===== config.mk =====
export PLATFORM = sky130hd
export DESIGN_NAME = game_sequencer
export DESIGN_NICKNAME = d
export VERILOG_FILES = /design/src/rtl/game_sequencer_pkg.sv /design/src/rtl/game_sequencer_tick_gen.sv /design/src/rtl/game_sequencer.sv
export SDC_FILE = /design/constraint.sdc
export NUM_CORES = 1
export LEC_CHECK = 0
export ABC_CLOCK_PERIOD_IN_PS = 10800
export CORE_MARGIN = 2
export CORE_UTILIZATION = 58
export CTS_BUF_LIST = sky130_fd_sc_hd__clkbuf_2
export DETAILED_ROUTE_END_ITERATION = 12
export GPL_TIMING_DRIVEN = 0
export PLACE_DENSITY = 0.85
export SETUP_SLACK_MARGIN = 0.05
export SYNTH_ARGS = -nofsm -noshare
export SYNTH_HDL_FRONTEND = slang
export SYNTH_SLANG_ARGS = --single-unit

===== constraint.sdc =====
create_clock -name clk -period 10.8 [get_ports clk]
set_input_delay 1.62 -clock clk [delete_from_list [all_inputs] [get_ports clk]]
set_output_delay 1.62 -clock clk [all_outputs]
set_load 0.02 [all_outputs]

===== src/rtl/game_sequencer_pkg.sv =====
// Shared definitions for the game sequencer, datapath and display logic:
// state encodings, keyboard scan codes and the round-length preset table.
package game_sequencer_pkg;

  typedef enum logic [1:0] {
    ST_SELECT    = 2'd0,
    ST_COUNTDOWN = 2'd1,
    ST_INGAME    = 2'd2,
    ST_FINISH    = 2'd3
  } state_e;

  localparam logic [8:0] KEY_ENTER = 9'h05A;
  localparam logic [8:0] KEY_ESC   = 9'h076;
  localparam logic [8:0] KEY_TAB   = 9'h00D;
  localparam logic [8:0] KEY_1     = 9'h016;
  localparam logic [8:0] KEY_2     = 9'h01E;
  localparam logic [8:0] KEY_3     = 9'h026;

  // Round length for a mode/preset pair: seconds for timed rounds,
  // words for word-count rounds. Index 3 is unused and falls back to preset 0.
  function automatic logic [6:0] preset_value(input logic mode, input logic [1:0] idx);
    logic [6:0] v;
    case ({mode, idx})
      3'b0_00: v = 7'd15;
      3'b0_01: v = 7'd30;
      3'b0_10: v = 7'd60;
      3'b1_00: v = 7'd10;
      3'b1_01: v = 7'd25;
      3'b1_10: v = 7'd50;
      default: v = mode ? 7'd10 : 7'd15;
    endcase
    return v;
  endfunction

endpackage


===== src/rtl/game_sequencer_tick_gen.sv =====
// Game tick divider: a down-counter that pulses tick for one cycle every
// DIV cycles. While clear is high it is held at its reload value, so the
// first tick after clear drops arrives DIV cycles later.
module tick_gen #(
  parameter int DIV = 1000000
) (
  input  logic clk,
  input  logic rst,
  input  logic clear,
  output logic tick
);

  localparam int W = (DIV > 1) ? $clog2(DIV) : 1;
  localparam logic [W-1:0] RELOAD = W'(DIV - 1);

  logic [W-1:0] count_q, count_d;

  // Next count: reload on clear or terminal count, otherwise decrement.
  always_comb begin
    count_d = count_q - W'(1);
    if (clear || count_q == '0) count_d = RELOAD;
  end

  assign tick = (count_q == '0) && !clear;

  // Counter register.
  always_ff @(posedge clk) begin
    if (rst) count_q <= RELOAD;
    else     count_q <= count_d;
  end

endmodule


===== src/rtl/game_sequencer.sv =====
// Game round sequencer: mode/preset selection, 3 s countdown, in-game and
// finish phases, driven by keyboard press events and the datapath finish flag.
//
// state        | meaning
// ST_SELECT    | choose mode (TAB) and preset ('1'..'3'); ENTER starts
// ST_COUNTDOWN | counting down CD_TICKS game ticks; ESC aborts
// ST_INGAME    | round running; finish ends it, ESC aborts (ESC wins)
// ST_FINISH    | round done; ENTER or ESC returns to selection
module game_sequencer
  import game_sequencer_pkg::*;
#(
  parameter int TICK_DIV = 1000000,
  parameter int CD_TICKS = 300
) (
  input  logic         clk,
  input  logic         rst,
  input  logic [127:0] key_down,
  input  logic [8:0]   last_change,
  input  logic         key_valid,
  input  logic         finish,
  output logic [1:0]   state,
  output logic         mode,
  output logic [6:0]   value,
  output logic [1:0]   cd_sec,
  output logic [7:0]   rounds
);

  localparam int CW = (CD_TICKS > 0) ? $clog2(CD_TICKS + 1) : 1;

  state_e         state_q, state_d;
  logic           mode_q, mode_d;
  logic [1:0]     idx_q, idx_d;
  logic [6:0]     value_q, value_d;
  logic [CW-1:0]  cnt_q, cnt_d;
  logic [1:0]     cd_sec_q, cd_sec_d;
  logic [7:0]     rounds_q, rounds_d;
  logic [127:0]   held_q, held_d;

  logic       tick, tick_clear;
  logic       code_ok, press, esc;
  logic [6:0] code;

  // The divider only runs while counting down, restarting on every entry.
  assign tick_clear = (state_q != ST_COUNTDOWN);

  tick_gen #(.DIV(TICK_DIV)) u_tick_gen (
    .clk   (clk),
    .rst   (rst),
    .clear (tick_clear),
    .tick  (tick)
  );

  // Press detection: a make event for a key not already held. Codes above
  // 127 have no key_down bit and never count as presses.
  always_comb begin
    code    = last_change[6:0];
    code_ok = (last_change[8:7] == 2'b00);
    press   = key_valid && code_ok && key_down[code] && !held_q[code];
    esc     = press && (last_change == KEY_ESC);
    held_d  = held_q;
    if (key_valid && code_ok) held_d[code] = key_down[code];
  end

  // Next-state and registered-output logic.
  always_comb begin
    state_d  = state_q;
    mode_d   = mode_q;
    idx_d    = idx_q;
    cnt_d    = cnt_q;
    rounds_d = rounds_q;
    case (state_q)
      ST_SELECT: begin
        if (press) begin
          case (last_change)
            KEY_TAB: begin
              mode_d = !mode_q;
              idx_d  = 2'd0;
            end
            KEY_1: idx_d = 2'd0;
            KEY_2: idx_d = 2'd1;
            KEY_3: idx_d = 2'd2;
            KEY_ENTER: begin
              state_d = ST_COUNTDOWN;
              cnt_d   = CW'(CD_TICKS);
            end
            default: ;
          endcase
        end
      end
      ST_COUNTDOWN: begin
        if (esc) begin
          state_d = ST_SELECT;
        end else begin
          if (tick && cnt_q != '0) cnt_d = cnt_q - CW'(1);
          if (cnt_d == '0) state_d = ST_INGAME;
        end
      end
      ST_INGAME: begin
        if (esc) begin
          state_d = ST_SELECT;
        end else if (finish) begin
          state_d = ST_FINISH;
          if (rounds_q != 8'hFF) rounds_d = rounds_q + 8'd1;
        end
      end
      ST_FINISH: begin
        if (press && (last_change == KEY_ENTER || last_change == KEY_ESC))
          state_d = ST_SELECT;
      end
      default: state_d = ST_SELECT;
    endcase
    value_d  = preset_value(mode_d, idx_d);
    cd_sec_d = (state_d == ST_COUNTDOWN) ? 2'((32'(cnt_d) + 32'd99) / 32'd100) : 2'd0;
  end

  // State and output registers.
  always_ff @(posedge clk) begin
    if (rst) begin
      state_q  <= ST_SELECT;
      mode_q   <= 1'b0;
      idx_q    <= 2'd0;
      value_q  <= 7'd15;
      cnt_q    <= '0;
      cd_sec_q <= 2'd0;
      rounds_q <= 8'd0;
      held_q   <= '0;
    end else begin
      state_q  <= state_d;
      mode_q   <= mode_d;
      idx_q    <= idx_d;
      value_q  <= value_d;
      cnt_q    <= cnt_d;
      cd_sec_q <= cd_sec_d;
      rounds_q <= rounds_d;
      held_q   <= held_d;
    end
  end

  assign state  = state_q;
  assign mode   = mode_q;
  assign value  = value_q;
  assign cd_sec = cd_sec_q;
  assign rounds = rounds_q;

endmodule


# ---- Word-level counts from Yosys, hierarchy flattened
# Cells that the tools add are included.
dict set report classes {
  add_sub_neg 4
  div 1
  magnitude_cmp 2
  eq_ne 17
  muxes 30
  bitwise 2
  reduce_logical 23
}
# op count
set op_table {}
lappend op_table {{$bwmux W128} 1}
lappend op_table {{$mux W9} 6}
lappend op_table {{$pmux W6 S6} 1}
lappend op_table {{$div A32 B7 Y32 const B} 1}
lappend op_table {{$logic_not A20 Y1} 1}
lappend op_table {{$sub A20 B1 Y20 const B} 1}
lappend op_table {{$eq A9 B5 Y1 const B} 2}
lappend op_table {{$eq A9 B7 Y1 const B} 2}
lappend op_table {{$mux W2} 9}
lappend op_table {{$pmux W9 S2} 1}
lappend op_table {{$bmux W1 S7} 2}
lappend op_table {{$add A9 B7 Y10 const B} 1}
lappend op_table {{$eq A3 B3 Y1 const B} 3}
lappend op_table {{$eq A9 B4 Y1 const B} 1}
lappend op_table {{$eq A9 B6 Y1 const B} 1}
lappend op_table {{$logic_not A9 Y1} 1}
lappend op_table {{$reduce_bool A9 Y1} 1}
lappend op_table {{$sub A9 B1 Y9 const B} 1}
lappend op_table {{$add A8 B1 Y8 const B} 1}
lappend op_table {{$logic_and A1 B1 Y1} 8}
lappend op_table {{$lt A7 B8 Y1 const B} 1}
lappend op_table {{$ne A8 B8 Y1 const B} 1}
lappend op_table {{$pmux W2 S4} 1}
lappend op_table {{$demux W1 S7} 1}
lappend op_table {{16 further kinds} 30}
dict set report word_totals {
  reg_bits 179
  input_bits 141
  output_inout_bits 20
  wordCells 88
}

# ---- Logic depth before layout (Yosys ltp)
dict set report depth {
  word_depth 14
  mapped_depth 28
  depth_no_buf 24
}

# ---- Modules after synthesis
# A second synthesis with hierarchy kept.
dict set report hier_totals {
  cells_unflattened 1194
  area_unflattened_um2 10443.8
}
# mod instances cells_per_inst area_per_inst_um2 seq_area_each_um2
set modules_own_cells {}
lappend modules_own_cells {game_sequencer 1 1096 9506.6 3163.0}
lappend modules_own_cells {tick_gen 1 98 937.1 400.4}

# ---- Least setup slack after synthesis
# No wires, ideal clock.
dict set report synth_path {
  kind {input port to flip-flop}
  from {input last_change[2]}
  to {register cd_sec_q[0] (netlist: cd_sec[0])}
  setup_ns 0.103
  arrival_ns 6.468
  required_ns 10.697
  setup_slack_ns 4.228
  stages 26
  path_buffers 3
  path_cell_list {buf_6 -> buf_6 -> nor2_2 -> a22o_1 -> a221oi_1 -> a2111oi_0 -> nor4_2 -> o211a_1 -> buf_6 -> o21ai_2 -> o21ai_0 -> o21ai_0 -> nand2_1 -> o31a_1 -> ha_1 -> or3_4 -> a211o_4 -> xnor2_1 -> nor2_1 -> ha_1 -> inv_1 -> a31o_2 -> o2111a_1 -> a221oi_2 -> a21oi_1 -> a2111oi_2}
}
dict set report synth_between {
  elab_chain_len 10
  elab_cells_between_ends 27
  classes_between {add/sub (1); div (1); eq/ne (3); mux (14); bitwise (1); reduce/logical (7)}
}
# item line_no
set synth_rtl {}
lappend synth_rtl {{start: declaration} game_sequencer.sv:18} ;# input logic [8:0] last_change,
lappend synth_rtl {{branches (longest 10 deep; another with $div A32 B7 Y32)} n/a}
lappend synth_rtl {{end signal: assignment} game_sequencer.sv:133} ;# cd_sec_q <= cd_sec_d;
lappend synth_rtl {{end: declaration} game_sequencer.sv:35} ;# logic [1:0] cd_sec_q, cd_sec_d;
# Several ways; the timed one is not identified. The select of a mux whose other input is x is not followed.
# A chain may end at the register's enable or synchronous reset.

# ---- Worst setup path in the final report
dict set report layout_path {
  from {input last_change[3]}
  to {register cd_sec_q[0] (netlist: cd_sec[0])}
}
# Same word-level chain as after synthesis.

==> run summary <==
Area leader, netlist: dfxtp_1
Yosys cell types: 99
Synth Register Bits: 178
Site Rows: 49
Tcrit/Tclk final: 73.2%
Post-CTS Hold Buffers: 0
Post-CTS Setup Bufs: 0
Post-Synthesis Cells: 1238
DRT antenna net count: 0
Synth top area share: 33.8%
# resized after CTS: 0
Met3 WL post-DR: 5.95 mm
Mean Syn Cell Area: 8.52 um2
Die width: 139 um
LEAKAGE: 0.00410 uW
Fin. max-slew vios: 0
Initial antenna violation count: 1
Hold Violations, Final: 0
CTS tree: built
Mapped cell area: 10500 um2
Hold slack: 422 ps
Final HPWL DP: 28.9 mm
HP Start: u_tick_gen.count_q[0]$_SDFF_PP1_
Outcome: completed
Final WL: 40.7 mm
Achievable Freq: 126 MHz
Post-route setup TNS: 0 ps
M1 wire length: 15.5 mm
Clk sink count: 178
Post-synth top cells: dfxtp_1, a21oi_1, a311oi_1
Initial Util: 58.9%
H-tree Lvls: 4
Routed vias: 11800
EDFF count, synth: 0
GRT Overall Usage: 40.4%
Syn_nets: 1390
DRC Markers: 0
IO Port Bufs: 157
YS warnings: 0
Die Y: 139 um
I/O pin count: 161
Multi-input gate area: 6280 um2
Met2 WL post-DR: 16.9 mm
Worst vdd ir: 97.9 uV
Clock skew: 36.6 ps
Top Metal Used: met4
Most frequent cell after synthesis: dfxtp_1
GPL Wtd Cong: 1.06
Hold WC Path Type: reg -> reg
Sequential area share after synthesis: 33.8%
Least-Margin Pin Slew: 1340 ps
CTS buffer count: 17
Slew headroom: 10.1%
Max Cap Viol: 0
Layout cells sized above 1: 8.69%
CP Max Fanout: 10
Clock root buffer: clkbuf_2
# fillers: 1476
Worst reg2reg startpoint: held_q[102]$_SDFFE_PP0P_
Nets: 1566
RSZ-0062 raised after global routing: no
Die area: 19300 um2
DRT iter0 DRCs: 1875
Util after Layout: 70.5%
Tmin final: 7910 ps
Total gr overflow: 0
First-pass GRT wire length: 61.4 mm
Fraction of registers with async set/reset: 0%
Crit start category: input port
Required @ worst endpoint: 11530 ps
Largest net degree at the start of global routing: 18
Core Region: 17900 um2
CP Class: in -> reg
Post-DR vias/cell: 7.13
Worst-Skew Late Latency: 810 ps
Clock slew at reported path FFs: 290 ps
Finish-stage setup viols: 0
Main area contributors after synthesis: dfxtp_1, a311oi_1, a21oi_1
Pre-Repair DR Iteration Count: 7
Register area: 3560 um2
Vias in the first global route: 10900
CP Data Arrival Time: 8630 ps
Ys flop type: dfxtp_1
Synth-to-Final Area Change: 19.7%
Power density cells: 96.9 nW/um2
CTS Buffer Depth: 2
Critical Path End Type: flip-flop
WL per Instance: 24.6 um
CP startpoint: last_change[3]
## final timing paths
| kind | endpoint | cells after the start | slack (ps) |
|---|---|---|---|
| max | cd_sec[0]$_SDFF_PP0_ | 25 | 2890 |
| min | u_tick_gen.count_q[0]$_SDFF_PP1_ | 1 | 420 |
| max reg2reg | cd_sec[0]$_SDFF_PP0_ | 23 | 5070 |
| min reg2reg | u_tick_gen.count_q[0]$_SDFF_PP1_ | 1 | 420 |
## worst max-delay path, cell delays in order
cell             delay (ps)
clkdlybuf4s50_1         530
nor4b_1                 830
clkbuf_1                690
a221oi_1                270
o22ai_1                 320
nor4_2                  140
o211a_1                 170
buf_6                   140
o21ai_2                 350
o21ai_0                 290
o21ai_0                 180
nand2_1                  80
o31a_1                  120
ha_1                    280
or3_4                   420
a211o_4                 390
xnor2_1                 290
nor2_1                   90
ha_1                    280
inv_1                    80
a31oi_4                 230
nor3_1                  100
a221oi_2                240
a21oi_1                 140
a2111oi_2               360
## state kept, by name (all words and copies together) (netlist names)
| name | flops |
|---|---|
| held_q | 128 |
| u_tick_gen.count_q | 20 |
| cnt_q | 9 |
| rounds | 8 |
| value | 6 |
| cd_sec | 2 |
| idx_q | 2 |
| state | 2 |
| mode | 1 |
## cell usage in the layout, fill, tap and decap left out, drive strengths merged, types with 9 or more instances in the layout
master,netlist,routed
ha,11,11
a31oi,14,14
nor3,33,33
a211oi,9,9
nor2,91,91
clkdlybuf4s50,0,157
buf,44,44
and2,9,9
and3,13,13
a311oi,128,128
mux2,15,15
clkbuf,89,107
a22oi,17,17
nand3,17,17
a21oi,156,156
a22o,10,10
dfxtp,178,178
a221oi,47,47
nand4,9,9
mux2i,18,18
nor4,11,11
o21ai,31,31
nand2b,10,10
or3,11,11
inv,26,33
nand2,75,75
mux4,11,11
nor2b,11,11
xnor2,20,20
xor2,17,17
## logic make-up after synthesis
logic type                 Yosys count  share of synthesized area (%)
xor gates and xnor gates            37                           3.14
muxes                               44                           5.70
AOI/OAI and AO/OA                  483                           33.5
buffers and inverters              159                           6.62
other                                1                         0.0356
DFF                                178                           33.8
and+or+nand+nor                    324                           15.8
adders and majority gates           12                           1.40
## power breakdown
part	internal (uW)	total [uW]	switching, uW
registers	660	661	0.347
clock network	70.2	335	265
logic	89.9	227	137
## stage by stage
step	instance area, um2	worst slack [ps]	instances	total power (uW)
floorplan	10500	4230	1238	782
global route	12600	2740	1657	1250
CTS	12600	3220	1656	1210
global placement	12400	2460	1624	885
finish	12600	2890	1657	1220
detailed placement	12400	2400	1624	886
## area by class of cell
class                      instances  share of cell area, %
multi-input combinational        901                   49.8
clock buffer                      18                  0.714
timing repair buffer             157                   12.5
buffer                           133                   4.76
sequential                       178                   28.2
tap                              229                   2.27
antenna                            1                 0.0198
inverter                          26                  0.774
clock inverter                    14                  0.972
## metal layers
metal | vias up | GRT usage, %
li1 | 5184 | -
met1 | 5417 | 53.0
met2 | 976 | 59.8
met3 | 233 | 14.1
met4 | 0 | 18.7
met5 | - | 0
Power figures use the tool's default switching activity.
